$ cat config.mk
export PLATFORM = sky130hd
export DESIGN_NAME = regfile_writeback_flat
export DESIGN_NICKNAME = d
export VERILOG_FILES = /design/src/rtl/regfile_writeback_if.sv /design/src/rtl/regfile_writeback.sv /design/src/flat_wrapper.sv
export SDC_FILE = /design/constraint.sdc
export NUM_CORES = 1
export LEC_CHECK = 0
export ABC_AREA = 0
export CAP_MARGIN = 0
export CORE_ASPECT_RATIO = 1.2
export CORE_UTILIZATION = 25
export DETAILED_ROUTE_END_ITERATION = 12
export PLACE_DENSITY = 0.4
export SLEW_MARGIN = 40
export SYNTH_ARGS = -nofsm -noshare
export SYNTH_HDL_FRONTEND = slang
export SYNTH_SLANG_ARGS = --single-unit
$ cat constraint.sdc
create_clock -name clk -period 3.7 [get_ports clk]
set_input_delay 0.74 -clock clk [delete_from_list [all_inputs] [get_ports clk]]
set_output_delay 0.74 -clock clk [all_outputs]
set_load 0.02 [all_outputs]
$ cat src/rtl/regfile_writeback_if.sv
// MEM-to-WB bus: the retiring instruction's control, destination and both candidate results.
interface regfile_writeback_if;
    logic        mem_valid;
    logic        mem_regwrite;
    logic        mem_memtoreg;
    logic [4:0]  mem_rd;
    logic [31:0] mem_aluout;
    logic [31:0] mem_readdata;

    modport master (
        output mem_valid, mem_regwrite, mem_memtoreg, mem_rd, mem_aluout, mem_readdata
    );
    modport slave (
        input  mem_valid, mem_regwrite, mem_memtoreg, mem_rd, mem_aluout, mem_readdata
    );
endinterface

$ cat src/rtl/regfile_writeback.sv
// WB pipeline register with a write-once register-file port and a 2-bit-per-GPR pending-write scoreboard.
// MEM -> write port is 1 cycle; stall holds the entry, flush kills it and clears the scoreboard.
module regfile_writeback (
    input  logic                clk,
    input  logic                reset,
    regfile_writeback_if.slave  mem,
    input  logic                stall,
    input  logic                flush,
    input  logic                issue_valid,
    input  logic [4:0]          issue_rd,
    input  logic [4:0]          rs,
    input  logic [4:0]          rt,
    output logic [4:0]          rd,
    output logic [31:0]         writedata,
    output logic                regwrite,
    output logic                hazard_rs,
    output logic                hazard_rt,
    output logic                sb_overflow
);

    typedef struct packed {
        logic        valid;
        logic        regwrite;
        logic        memtoreg;
        logic [4:0]  rd;
        logic [31:0] aluout;
        logic [31:0] readdata;
    } wb_t;

    wb_t         wb;
    logic        wb_done;
    logic [1:0]  cnt [32];
    logic [31:1] inc_vec;
    logic [31:1] dec_vec;

    always_ff @(posedge clk or negedge reset) begin
        if (!reset) begin
            wb      <= '0;
            wb_done <= 1'b0;
        end else if (flush) begin
            wb.valid <= 1'b0;
            wb_done  <= 1'b0;
        end else if (!stall) begin
            wb.valid    <= mem.mem_valid;
            wb.regwrite <= mem.mem_regwrite;
            wb.memtoreg <= mem.mem_memtoreg;
            wb.rd       <= mem.mem_rd;
            wb.aluout   <= mem.mem_aluout;
            wb.readdata <= mem.mem_readdata;
            wb_done     <= 1'b0;
        end else if (regwrite) begin
            // a held entry must not rewrite the register file on later stalled cycles
            wb_done <= 1'b1;
        end
    end

    assign rd        = wb.rd;
    assign writedata = wb.memtoreg ? wb.readdata : wb.aluout;
    assign regwrite  = wb.valid & wb.regwrite & (wb.rd != 5'd0) & ~wb_done;

    always_comb begin
        inc_vec = '0;
        dec_vec = '0;
        for (int i = 1; i < 32; i++) begin
            inc_vec[i] = issue_valid & (issue_rd == 5'(i));
            dec_vec[i] = regwrite & (wb.rd == 5'(i));
        end
    end

    always_ff @(posedge clk or negedge reset) begin
        if (!reset) begin
            for (int i = 0; i < 32; i++) cnt[i] <= 2'd0;
            sb_overflow <= 1'b0;
        end else if (flush) begin
            for (int i = 0; i < 32; i++) cnt[i] <= 2'd0;
        end else begin
            // issue and retire of the same index cancel; counters saturate at both ends
            for (int i = 1; i < 32; i++) begin
                if (inc_vec[i] && !dec_vec[i]) begin
                    if (cnt[i] == 2'd3) sb_overflow <= 1'b1;
                    else                cnt[i] <= cnt[i] + 2'd1;
                end else if (dec_vec[i] && !inc_vec[i] && cnt[i] != 2'd0) begin
                    cnt[i] <= cnt[i] - 2'd1;
                end
            end
        end
    end

    assign hazard_rs = (rs != 5'd0) & (cnt[rs] != 2'd0);
    assign hazard_rt = (rt != 5'd0) & (cnt[rt] != 2'd0);

endmodule

$ cat src/flat_wrapper.sv
// flat-port wrapper written by rule: the top's interface ports become plain ports
module regfile_writeback_flat 
  (clk, reset, stall, flush, issue_valid, issue_rd, rs, rt, rd, writedata, regwrite, hazard_rs, hazard_rt, sb_overflow, mem_mem_valid, mem_mem_regwrite, mem_mem_memtoreg, mem_mem_rd, mem_mem_aluout, mem_mem_readdata);
  regfile_writeback_if mem_i ();
  input  logic clk;
  input  logic reset;
  input  logic stall;
  input  logic flush;
  input  logic issue_valid;
  input  logic [4:0] issue_rd;
  input  logic [4:0] rs;
  input  logic [4:0] rt;
  output logic [4:0] rd;
  output logic [31:0] writedata;
  output logic regwrite;
  output logic hazard_rs;
  output logic hazard_rt;
  output logic sb_overflow;
  input wire logic [$bits(mem_i.mem_valid)-1:0] mem_mem_valid;
  input wire logic [$bits(mem_i.mem_regwrite)-1:0] mem_mem_regwrite;
  input wire logic [$bits(mem_i.mem_memtoreg)-1:0] mem_mem_memtoreg;
  input wire logic [$bits(mem_i.mem_rd)-1:0] mem_mem_rd;
  input wire logic [$bits(mem_i.mem_aluout)-1:0] mem_mem_aluout;
  input wire logic [$bits(mem_i.mem_readdata)-1:0] mem_mem_readdata;
  assign mem_i.mem_valid = mem_mem_valid;
  assign mem_i.mem_regwrite = mem_mem_regwrite;
  assign mem_i.mem_memtoreg = mem_mem_memtoreg;
  assign mem_i.mem_rd = mem_mem_rd;
  assign mem_i.mem_aluout = mem_mem_aluout;
  assign mem_i.mem_readdata = mem_mem_readdata;
  regfile_writeback u_core (.clk(clk), .reset(reset), .mem(mem_i), .stall(stall), .flush(flush), .issue_valid(issue_valid), .issue_rd(issue_rd), .rs(rs), .rt(rt), .rd(rd), .writedata(writedata), .regwrite(regwrite), .hazard_rs(hazard_rs), .hazard_rt(hazard_rt), .sb_overflow(sb_overflow));
endmodule
==> results by group <==
Place
  • Placement Cell Area: ~10000 sq um
  • GP Congestion: about 0.8
  • Placed cell count: ~1400
  • Final HPWL DP: between 15 and 20 mm
  • Dpl ws: -0.176 ns
  • I/O Buffers: 132

Floorplanning
  • Die Width: 166 um
  • Initial Utilization: 0.257
  • Core ar.: 31600 sq um
  • Die Y: 199 um
  • Row count: 71
  • Io pins: about 130
  • Die area: 33200 sq um

Synthesis
  • Area contributors post-synth: dfrtp_1 42%, mux2_2 15%, a21oi_1 6.3%
  • Synth Cell Area: 8110 sq um
  • Sequential fraction of the synthesis area: 0.419
  • Mapped Nets: 954
  • Post-synth top area cell: dfrtp_1
  • Library cells used by synthesis: 57
  • Yosys reg bits: 136
  • YS warnings: 0
  • Synth top area share: 0.419
  • Synth Instances: 862
  • Async SR Flop Fraction: 1.00
  • Mean post-synth cell area: 9.41 sq um
  • EDFF count, synth: 0
  • Predominant post-synthesis flop cell: dfrtp_1

Timing
  • Max-slew violation count: 0
  • Fin. Hold Viols: 0
  • Clk_skew: ~0.016 ns
  • Peak Freq: 277 MHz
  • Setup_tns: 0 ns
  • Final worst slack: 0.0958 ns
  • Slew headroom: 0.481
  • Period minus WS final: between 3 and 4 ns
  • Endpoints failing setup: 0
  • Measured slew at the worst slew-check pin: a little under 0.8 ns
  • Fin crit share: 0.974
  • Unrepaired setup endpoints after global routing: false

Worst setup path
  • R2R depth: 6
  • Endpoint class of the critical path: primary output
  • Worst Setup SP: rs[2]
  • R2R Setup Slk: 0.78 ns
  • Launching point of the worst reg2reg path: u_core.rd[0]$_DFFE_PN0P_
  • Crit path to: hazard_rs
  • CP Max Fanout: 5
  • Kind of critical path: in2out
  • WP data required: slightly below 3 ns
  • Worst Path Arrival: 2.86 ns
  • Worst R2R End: u_core.sb_overflow$_DFFE_PN0N_
  • Startpoint class of the critical path: input pin

Power
  • Peak supply drop: around 0.00023 V
  • Leak Pwr: 0.00398 uW
  • Cell Pwr Density: between 400 and 500 nW/um^2

Min path
  • Hold WC Path Type: in2async

Layout
  • Share of cells above drive strength 1: 0.189
  • Nets: between 1000 and 1500
  • Area growth syn-to-layout: 30.5%
  • Post-route cell area: 10600 sq um
  • Final core occ: 0.335
  • Diode count: 0
  • Finished Layout Cells: 1404

Global route
  • First-pass GRT wire length: 41.1 mm
  • Initial antenna violation count: 3
  • Vias in the first global route: 6980
  • Largest net degree at the start of global routing: 77
  • GRT Total Usage: 0.163
  • GR Overflow Total: 0

Clocking
  • TritonCTS Sinks: 136
  • Htree depth: 4
  • CTS resizes: 2
  • Clk root buf: clkbuf_16
  • Clk_lat worst skew: 0.43 ns
  • Post-CTS Hold Fix Bufs: 0
  • Clock Tree Buf Depth: 2
  • TritonCTS clock tree: yes
  • Post-CTS Repair Setup Buffers: 0
  • CTS buffer count: 17
  • Reg clk slew, reported paths: approximately 0.070 ns

Job
  • Max-Cap Viols: 0

Run status
  • Violated checks: DRC
  • Status: finished, violations left

Route
  • Detail Route Antenna Nets: 0
  • First-pass DRT Iterations: 9
  • DRT Wirelength: 26.4 mm
  • Avg WL per Cell: 18.8 um
  • Vias per cell: slightly above 5
  • Initial drt markers: roughly 320
  • DRC violations left: 4
  • Vias: 7077
-- cells in the final DEF (no fill, tap or decap), types with 4 or more instances in the layout --
master	instances
a211oi_1	17
a21o_1	14
a21oi_1	102
and2_1	14
buf_12	4
buf_4	23
clkbuf_16	17
clkdlybuf4s50_1	128
clkinvlp_4	5
dfrtp_1	136
mux2_2	106
mux2i_1	4
mux4_2	7
nand2_1	62
nand2b_1	16
nand3_1	12
nand3b_1	20
nand4_1	27
nand4b_1	6
nor2_1	94
nor2b_1	6
nor3_1	30
nor3b_1	4
o211ai_1	12
o21ai_0	62
or2_2	5
or3_1	6
-- kinds of logic (layout without fill, tap and decap cells) --
family,after synthesis,in the layout,share of synthesized area
AND/OR/NAND/NOR,331,331,0.222
AO/OA/AOI/OAI,224,224,0.158
flip-flops,136,136,0.419
multiplexers,117,117,0.171
buffers and inverters,53,194,0.0282
XOR/XNOR,1,1,0.00108
-- routing by layer --
metal,up-vias,share of wire,global-route usage
met4,6,0.014,0.0480
met3,25,0.082,0.0648
met2,180,0.46,0.263
met5,-,0.0016,0
met1,3435,0.44,0.199
li1,3431,-,-
-- final cells by class --
class                           count  area, sq um
Multi-Input combinational cell    673         4490
Inverter                            3         11.3
Timing Repair Buffer              159         1570
Clock buffer                       19          443
Clock inverter                     13          168
Sequential cell                   136         3400
Fill cell                        3247        21000
Tap cell                          401          502
-- cell usage after synthesis, types with 16 or more instances --
cell type  number
nor3_1         30
a211oi_1       17
dfrtp_1       136
nand4_1        27
nand2_1        62
nand2b_1       16
clkbuf_1       38
nor2_1         95
o21ai_0        62
nand3b_1       20
mux2_2        106
a21oi_1       102
-- worst min path at each step --
stage / startpoint / endpoint / slack [ns] / cells past startpoint
global placement: u_core.wb[10]$_DFFE_PN0P_ / u_core.wb[10]$_DFFE_PN0P_ / 0.48 / 1
detailed placement: u_core.wb[14]$_DFFE_PN0P_ / u_core.wb[14]$_DFFE_PN0P_ / 0.49 / 1
CTS: reset / u_core.cnt[10]$_DFFE_PN0P_ / 0.36 / 1
finish: reset / u_core.cnt[10]$_DFFE_PN0P_ / 0.30 / 1
global route: reset / u_core.cnt[11]$_DFFE_PN0P_ / 0.35 / 1
floorplan: reset / u_core.cnt[0]$_DFFE_PN0P_ / 0.44 / 0
-- metrics by stage --
step / power [uW] / hold WS (ns)
final: 4400 / 0.300
after CTS: 4490 / 0.361
after global placement: 2650 / 0.485
after floorplan: 2200 / 0.444
after global routing: 4620 / 0.354
after detailed placement: 2640 / 0.490
-- worst max-delay path: stages --
cell	delay, ns
clkdlybuf4s50_1	0.63
mux4_2	0.54
mux4_2	0.48
mux2i_1	0.12
dlygate4sd2_1	0.35
-- where the power goes --
part	switching, uW	internal [uW]	leakage [uW]
sequential	98.3	1610	0.00174
combinational	423	478	0.00196
clock	710	1080	0.000283
total	1230	3170	0.00398
-- sequential cells by signal, summed over array words and instances (netlist names) --
name                cells
u_core.wb_done          1
u_core.wb              67
u_core.rd               5
u_core.cnt             62
u_core.sb_overflow      1
(Power assumes the default switching activity.)
